$ cat src/rtl/riscv_pkg.sv
// Shared core types: datapath width, register count, forwarding select codes.
// Latency: n/a (declarations only).
// Backpressure: n/a.
package riscv_pkg;

    localparam int XLEN  = 64;
    localparam int NREGS = 32;

    // EX operand-mux selects
    localparam logic [1:0] FWD_NONE = 2'b00;  // regfile / ID-EX value
    localparam logic [1:0] FWD_MEM  = 2'b10;  // EX/MEM result
    localparam logic [1:0] FWD_WB   = 2'b01;  // MEM/WB writeback value

    typedef logic [4:0] reg_idx_t;

endpackage : riscv_pkg

$ cat src/rtl/fwd_unit.sv
// EX-stage forwarding select generation for both ALU operands.
// Latency: purely combinational, 0 cycles.
// Backpressure: none; selects follow the pipeline register contents.
//
// Ports: mem_RegWrite/mem_rd (EX/MEM producer), wb_RegWrite/wb_rd (MEM/WB producer),
//        ex_rs1/ex_rs2 (ID/EX consumers) -> ForwardA/ForwardB.
module fwd_unit
    import riscv_pkg::*;
(
    input  logic       mem_RegWrite,
    input  reg_idx_t   mem_rd,
    input  logic       wb_RegWrite,
    input  reg_idx_t   wb_rd,
    input  reg_idx_t   ex_rs1,
    input  reg_idx_t   ex_rs2,
    output logic [1:0] ForwardA,
    output logic [1:0] ForwardB
);

    // The EX/MEM stage holds the younger producer, so it is tested first.
    function automatic logic [1:0] fwd_sel(input reg_idx_t rs);
        logic [1:0] sel;
        sel = FWD_NONE;
        if (mem_RegWrite && (mem_rd != '0) && (mem_rd == rs)) begin
            sel = FWD_MEM;
        end else if (wb_RegWrite && (wb_rd != '0) && (wb_rd == rs)) begin
            sel = FWD_WB;
        end
        return sel;
    endfunction

    always_comb begin
        ForwardA = fwd_sel(ex_rs1);
        ForwardB = fwd_sel(ex_rs2);
    end

endmodule : fwd_unit

$ cat src/rtl/wb_regfile_fwd.sv
// Writeback stage: selects the WB value, commits it to the 32x64 regfile, serves two ID read ports, counts commits.
// Latency: commit visible on reads 1 cycle after the write (same cycle with WB_REGFILE_BYPASS_EN defined).
// Backpressure: none; every qualifying writeback commits unconditionally.
//
// Ports: clk/reset (sync, active-high); wb_* MEM/WB contents; id_rs1/2 read addresses;
//        ex_rs1/2, mem_RegWrite/mem_rd for forwarding; outputs rd_data1/2, wb_data,
//        ForwardA/B, wb_count.
// Build option: define WB_REGFILE_BYPASS_EN for write-through reads of the register being committed.
module wb_regfile_fwd
    import riscv_pkg::*;
#(
    parameter int CNT_W = 64
) (
    input  logic             clk,
    input  logic             reset,
    input  logic             wb_RegWrite,
    input  logic             wb_MemtoReg,
    input  logic [XLEN-1:0]  wb_ReadData,
    input  logic [XLEN-1:0]  wb_ALU_result,
    input  reg_idx_t         wb_rd,
    input  reg_idx_t         id_rs1,
    input  reg_idx_t         id_rs2,
    input  reg_idx_t         ex_rs1,
    input  reg_idx_t         ex_rs2,
    input  logic             mem_RegWrite,
    input  reg_idx_t         mem_rd,
    output logic [XLEN-1:0]  rd_data1,
    output logic [XLEN-1:0]  rd_data2,
    output logic [XLEN-1:0]  wb_data,
    output logic [1:0]       ForwardA,
    output logic [1:0]       ForwardB,
    output logic [CNT_W-1:0] wb_count
);

    logic [XLEN-1:0]  r_regs [NREGS];
    logic [CNT_W-1:0] r_wb_count;
    logic             w_commit;
    logic [XLEN-1:0]  w_rd1_raw;
    logic [XLEN-1:0]  w_rd2_raw;

    assign wb_data  = wb_MemtoReg ? wb_ReadData : wb_ALU_result;
    // x0 writes are discarded here so neither the array nor the counter sees them.
    assign w_commit = wb_RegWrite && (wb_rd != '0);

    always_ff @(posedge clk) begin
        if (reset) begin
            for (int i = 0; i < NREGS; i++) begin
                r_regs[i] <= '0;
            end
            r_wb_count <= '0;
        end else if (w_commit) begin
            r_regs[wb_rd] <= wb_data;
            r_wb_count    <= r_wb_count + CNT_W'(1);
        end
    end

`ifdef WB_REGFILE_BYPASS_EN
    assign w_rd1_raw = (w_commit && (wb_rd == id_rs1)) ? wb_data : r_regs[id_rs1];
    assign w_rd2_raw = (w_commit && (wb_rd == id_rs2)) ? wb_data : r_regs[id_rs2];
`else
    assign w_rd1_raw = r_regs[id_rs1];
    assign w_rd2_raw = r_regs[id_rs2];
`endif

    // x0 reads as zero independent of whatever the array slot holds.
    assign rd_data1 = (id_rs1 == '0) ? '0 : w_rd1_raw;
    assign rd_data2 = (id_rs2 == '0) ? '0 : w_rd2_raw;
    assign wb_count = r_wb_count;

    fwd_unit u_fwd_unit (
        .mem_RegWrite (mem_RegWrite),
        .mem_rd       (mem_rd),
        .wb_RegWrite  (wb_RegWrite),
        .wb_rd        (wb_rd),
        .ex_rs1       (ex_rs1),
        .ex_rs2       (ex_rs2),
        .ForwardA     (ForwardA),
        .ForwardB     (ForwardB)
    );

endmodule : wb_regfile_fwd

$ cat config.mk
export PLATFORM = sky130hd
export DESIGN_NAME = wb_regfile_fwd
export DESIGN_NICKNAME = d
export VERILOG_FILES = /design/src/rtl/riscv_pkg.sv /design/src/rtl/fwd_unit.sv /design/src/rtl/wb_regfile_fwd.sv
export SDC_FILE = /design/constraint.sdc
export NUM_CORES = 2
export LEC_CHECK = 0
export CAP_MARGIN = 10
export CORE_MARGIN = 3
export CORE_UTILIZATION = 45
export DETAILED_ROUTE_END_ITERATION = 6
export PLACE_DENSITY = 0.71
export SYNTH_ARGS = -nofsm -noshare
export SYNTH_HDL_FRONTEND = slang
export SYNTH_SLANG_ARGS = --single-unit
export TNS_END_PERCENT = 10
$ cat constraint.sdc
create_clock -name clk -period 5.6 [get_ports clk]
set_clock_uncertainty 0.2 [all_clocks]
set_input_delay 0.84 -clock clk [delete_from_list [all_inputs] [get_ports clk]]
set_output_delay 0.84 -clock clk [all_outputs]
set_load 0.02 [all_outputs]
; ---- Word-level counts from Yosys, hierarchy flattened
; Memories as Yosys holds them, arrays and structs flattened.
; Index checks and enable logic that the tools add are counted.
[classes]
add_sub_neg = 1
eq_ne = 4
muxes = 15
n_reduce_logical = 11
[op_table]
columns = op, n
row1 = two-way mux 64 bit, 4
row2 = "adder 64 x 1 -> 64 bit, second input constant", 1
row3 = OR reduction 64 bit, 1
row4 = equality test 5 bit, 4
row5 = zero test 5 bit, 2
row6 = nonzero test 5 bit, 2
row7 = two-way mux 1 bit, 8
row8 = logical AND 1 bit, 6
row9 = two-way mux 5 bit, 1
row10 = two-way mux 2 bit, 2
[word_totals]
ff_bits = 64
mem_bits_rw = 2048
in_bits = 163
elab_cells = 33
memories = 1
[memory_table]
columns = name, depth, word_bits, read_ports, rd_ports_with_merged_regs, wr, line
row1 = r_regs, 32, 64, 2, 0, 32, wb_regfile_fwd.sv:35  ; logic [XLEN-1:0] r_regs [NREGS];

; ---- Depth between registers and ports, before layout
[depth]
word_depth = 7
depth_mapped = 10

; ---- By module
; From an unflattened synthesis, not the netlist that was laid out.
[unflattened]
hier_cells = 7243
area_unflattened_um2 = 107126.5
[modules_own_cells]
columns = mod, instances, cells_each, area_each_um2, seq_area_each_um2
row1 = wb_regfile_fwd, 1, 7209, 106868.7, 62750.2
row2 = fwd_unit, 1, 34, 257.7, 0.0

; ---- Worst setup path after synthesis
; Ideal clock, no wire load.
[synth_path]
path_kind = input port to output port
start = in id_rs2[0]
end = out rd_data2[53]
t_arrival_ns = 3.235
t_required_ns = 4.560
setup_slack_ns = 1.325
cell_stages = 9
path_buffers = 5
path_cell_list = clkbuf_1 buf_2 buf_2 buf_2 buf_2 mux2i_1 o211ai_1 a21oi_1 o311ai_0
[synth_via]
elab_chain_len = 2
elab_cells_between_ends = 3
classes_between = mux (1) / reduce/logical (1) / memory (1)
[synth_lines]
columns = item, line
row1 = from (decl), wb_regfile_fwd.sv:22  ; input reg_idx_t id_rs2,
row2 = memory (32 x 64 bit) / zero test 5 bit (equally long branches), -
row3 = two-way mux 64 bit *, wb_regfile_fwd.sv:67  ; assign rd_data2 = (id_rs2 == '0) ? '0 : w_rd2_raw;
row4 = to (decl), wb_regfile_fwd.sv:28  ; output logic [XLEN-1:0] rd_data2,
; Mark *: on every way between the ends. The rest lies on a longest branch, timed or not.

; ---- Worst setup path after layout
[layout_path]
start = in id_rs2[2]
end = out rd_data2[57]
; The elaborated chain is that of the path after synthesis.

==> reports/qor.txt <==
outcome: finished with violations
failing checks: design-rule violations
Reg clk slew, reported paths: 60 ps
Slew Limit Fails: 0
asr flop ratio synth: 0%
count leader, synth: nor2_1
first-pass GRT wire length: 578.1 mm
Slew Limit Headroom: 17.00%
maximum root-to-sink buffer count: 3
Main synth FF type: edfxtp_1
largest net degree at the start of global routing: 74
Final nets: 7702
dpl cell area: 0.1175 sq mm
Layout area overhead: 16.25%
Post-synth top cells: nor2_1 (2047), edfxtp_1 (2044), mux4_2 (1084)
startpoint class of the critical path: input pin
Setup Viol. Count Final: 0
Vias/cell: 7.103
TritonCTS clock tree: done
RSZ-0062 raised after global routing: no
worst flop-to-flop path endpoint: wb_count[62]
Placeable Area: 0.2356 sq mm
Die Height: 493.3 um
Critical Path RT: 4560 ps
Cells after DPL: 10470
via count: 77400
die area: 0.2433 sq mm
Post-Layout Cell Count: 10900
Avg WL per Cell: 38.48 um
# rows: 178
#FFs+latches synth: 2108
number of global-route vias before repair: 75830
CP Launch Point: id_rs2[2]
VDD IR-drop max: 373.4 uV
Mean Syn Cell Area: 14.71 sq um
post-DP HPWL: 238.6 mm
register area share after synthesis: 58.65%
routability cong.: 0.8964
Cell Area, Synth: 0.1068 sq mm
flop2flop setup slack: 2470 ps
Starting Density: 45.34%
Worst Setup EP: rd_data2[57]
Critical Path AT: 4380 ps
final WL: 419.3 mm
detailed-router iteration count before antenna repair: 7
dominant cell type by area after synthesis: edfxtp_1
leading post-synthesis cells by cell area: edfxtp_1 (57%), mux4_2 (23%), nor2_1 (7.2%)
CTS buffer count: 212
die width: 493.3 um
Port Buffers: 422
CP endpoint kind: output pin
reg2reg path depth: 6
P_leak: 0.04369 uW
min cycle time layout: 5420 ps
Distinct cells, synth: 59
I/O pin cnt: 423
Max-Cap Viols: 0
Congestion Overflow GR: 0
Mapped Cells: 7264
worst-margin pin slew: 1245 ps
H-tree Lvls: 4
root buffer cell: clkbuf_16
initial antenna violation count: 17
Final Power: 38360 uW
cell area after layout: 0.1242 sq mm
GRT Util Overall: 33.96%
pre-CTS setup slack: 231.5 ps
f_max: 184.5 MHz
Worst Hold Class: flip-flop to flip-flop
Final ANT Viol Nets: 0
Post-synth EDFFs: 2044
CP Class: input pin to output pin
worst skew pair latency: 890 ps
Ys Warns: 0
# clock sinks: 2108
final core utilization: 52.71%
DRC Markers: 2
Synth top area share: 57.45%
1st-iter DRT viols: 14700
R2R Path Start: wb_count[1]
Cell Pwr Density: 308.9 mW/mm^2
Final Cycle Share: 96.78%
Final WS setup: 180.3 ps
layout cells sized above 1: 26.16%
crit path max fanout: 24
Hold Vio Cnt, Final: 0
==> power breakdown <==
part	switching, uW	leakage, uW	internal [uW]
sequential	442	0.0200	18100
clock	6400	0.00327	7550
combinational	3390	0.0204	2440
total	10200	0.0437	28100
==> layout by cell type (no fill, tap or decap), types with 18 or more instances in the layout <==
cell type,count
nand2_4,32
clkbuf_16,214
or4_1,23
nand2b_4,33
a22oi_1,18
xnor2_1,27
nand2_1,68
o21ai_0,41
mux2_2,42
buf_4,323
o31ai_1,20
clkdlybuf4s50_1,340
mux4_2,1084
conb_1,60
diode_2,21
nand4_1,22
clkinv_2,50
edfxtp_1,2044
nor2_1,2047
dfxtp_1,64
clkbuf_1,44
clkinv_1,60
nand3_1,42
nor3_1,31
mux2i_1,259
buf_12,111
a21o_1,94
inv_1,79
mux2i_4,59
o22ai_1,103
a21oi_1,49
or3_1,23
==> stage by stage <==
stage / TNS [ps] / hold WS (ps)
floorplan: 0 / 351.1
global placement: -302.9 / 263.7
detailed placement: 0 / 285.1
CTS: 0 / 262.9
global route: 0 / 313.5
finish: 0 / 290.0
==> flip-flops by register name, summed over array words and instances (netlist names) <==
name      cells
r_regs     2044
wb_count     64
==> worst max-delay path, cell delays in order <==
cell and delay [ps]:
buf_4 240, buf_4 460, nor2b_1 730, nand2_1 110
o211ai_1 160, a21oi_1 60, o311ai_0 890, buf_4 240
clkdlybuf4s50_1 620
==> worst min path at each step <==
stage,from,endpoint,slack (ps),cells after the start
final,wb_count[63],wb_count[63],290,2
after global routing,wb_count[55],wb_count[55],310,2
after CTS,reset,wb_count[39],260,2
after detailed placement,wb_count[55],wb_count[55],290,2
after global placement,wb_count[63],wb_count[63],260,2
after floorplan,wb_count[63],wb_count[63],350,2
==> final cells by class <==
type	count	area (sq um)
inverter	81	309.0
fill	18920	111400
tap	3150	3941
timing repair buffer	783	8183
multi-input combinational	4352	42400
clock buffer	258	5520
clock inverter	145	1129
antenna	21	52.55
sequential	2108	62660
==> routing by layer <==
metal  up-vias  share of wire (%)  track usage, %
li1      28430                  -               -
met1     38870                 32           43.16
met2      8335                 43           48.92
met3      1743                 18           13.77
met4        20                7.5           20.47
met5         -              0.043               0
==> what timing repair did <==
item | in CTS | in global routing
resized for setup | 0 | 1
endpoints found under the setup margin | 0 | 1
buffers inserted | 0 | 0
hold endpoints to repair | 0 | 0
hold buffers | 0 | 0
==> cell families after synthesis <==
family          Yosys count  share of synthesized area, %
mux                    1449                         26.32
flops                  2108                         58.65
fa+ha+maj                 1                       0.01171
other cells               1                      0.003510
xor+xnor                 43                        0.3525
buf+inv                 863                         3.107
compound gates          405                         2.591
simple gates           2394                         8.966
Power figures use the tool's default switching activity.
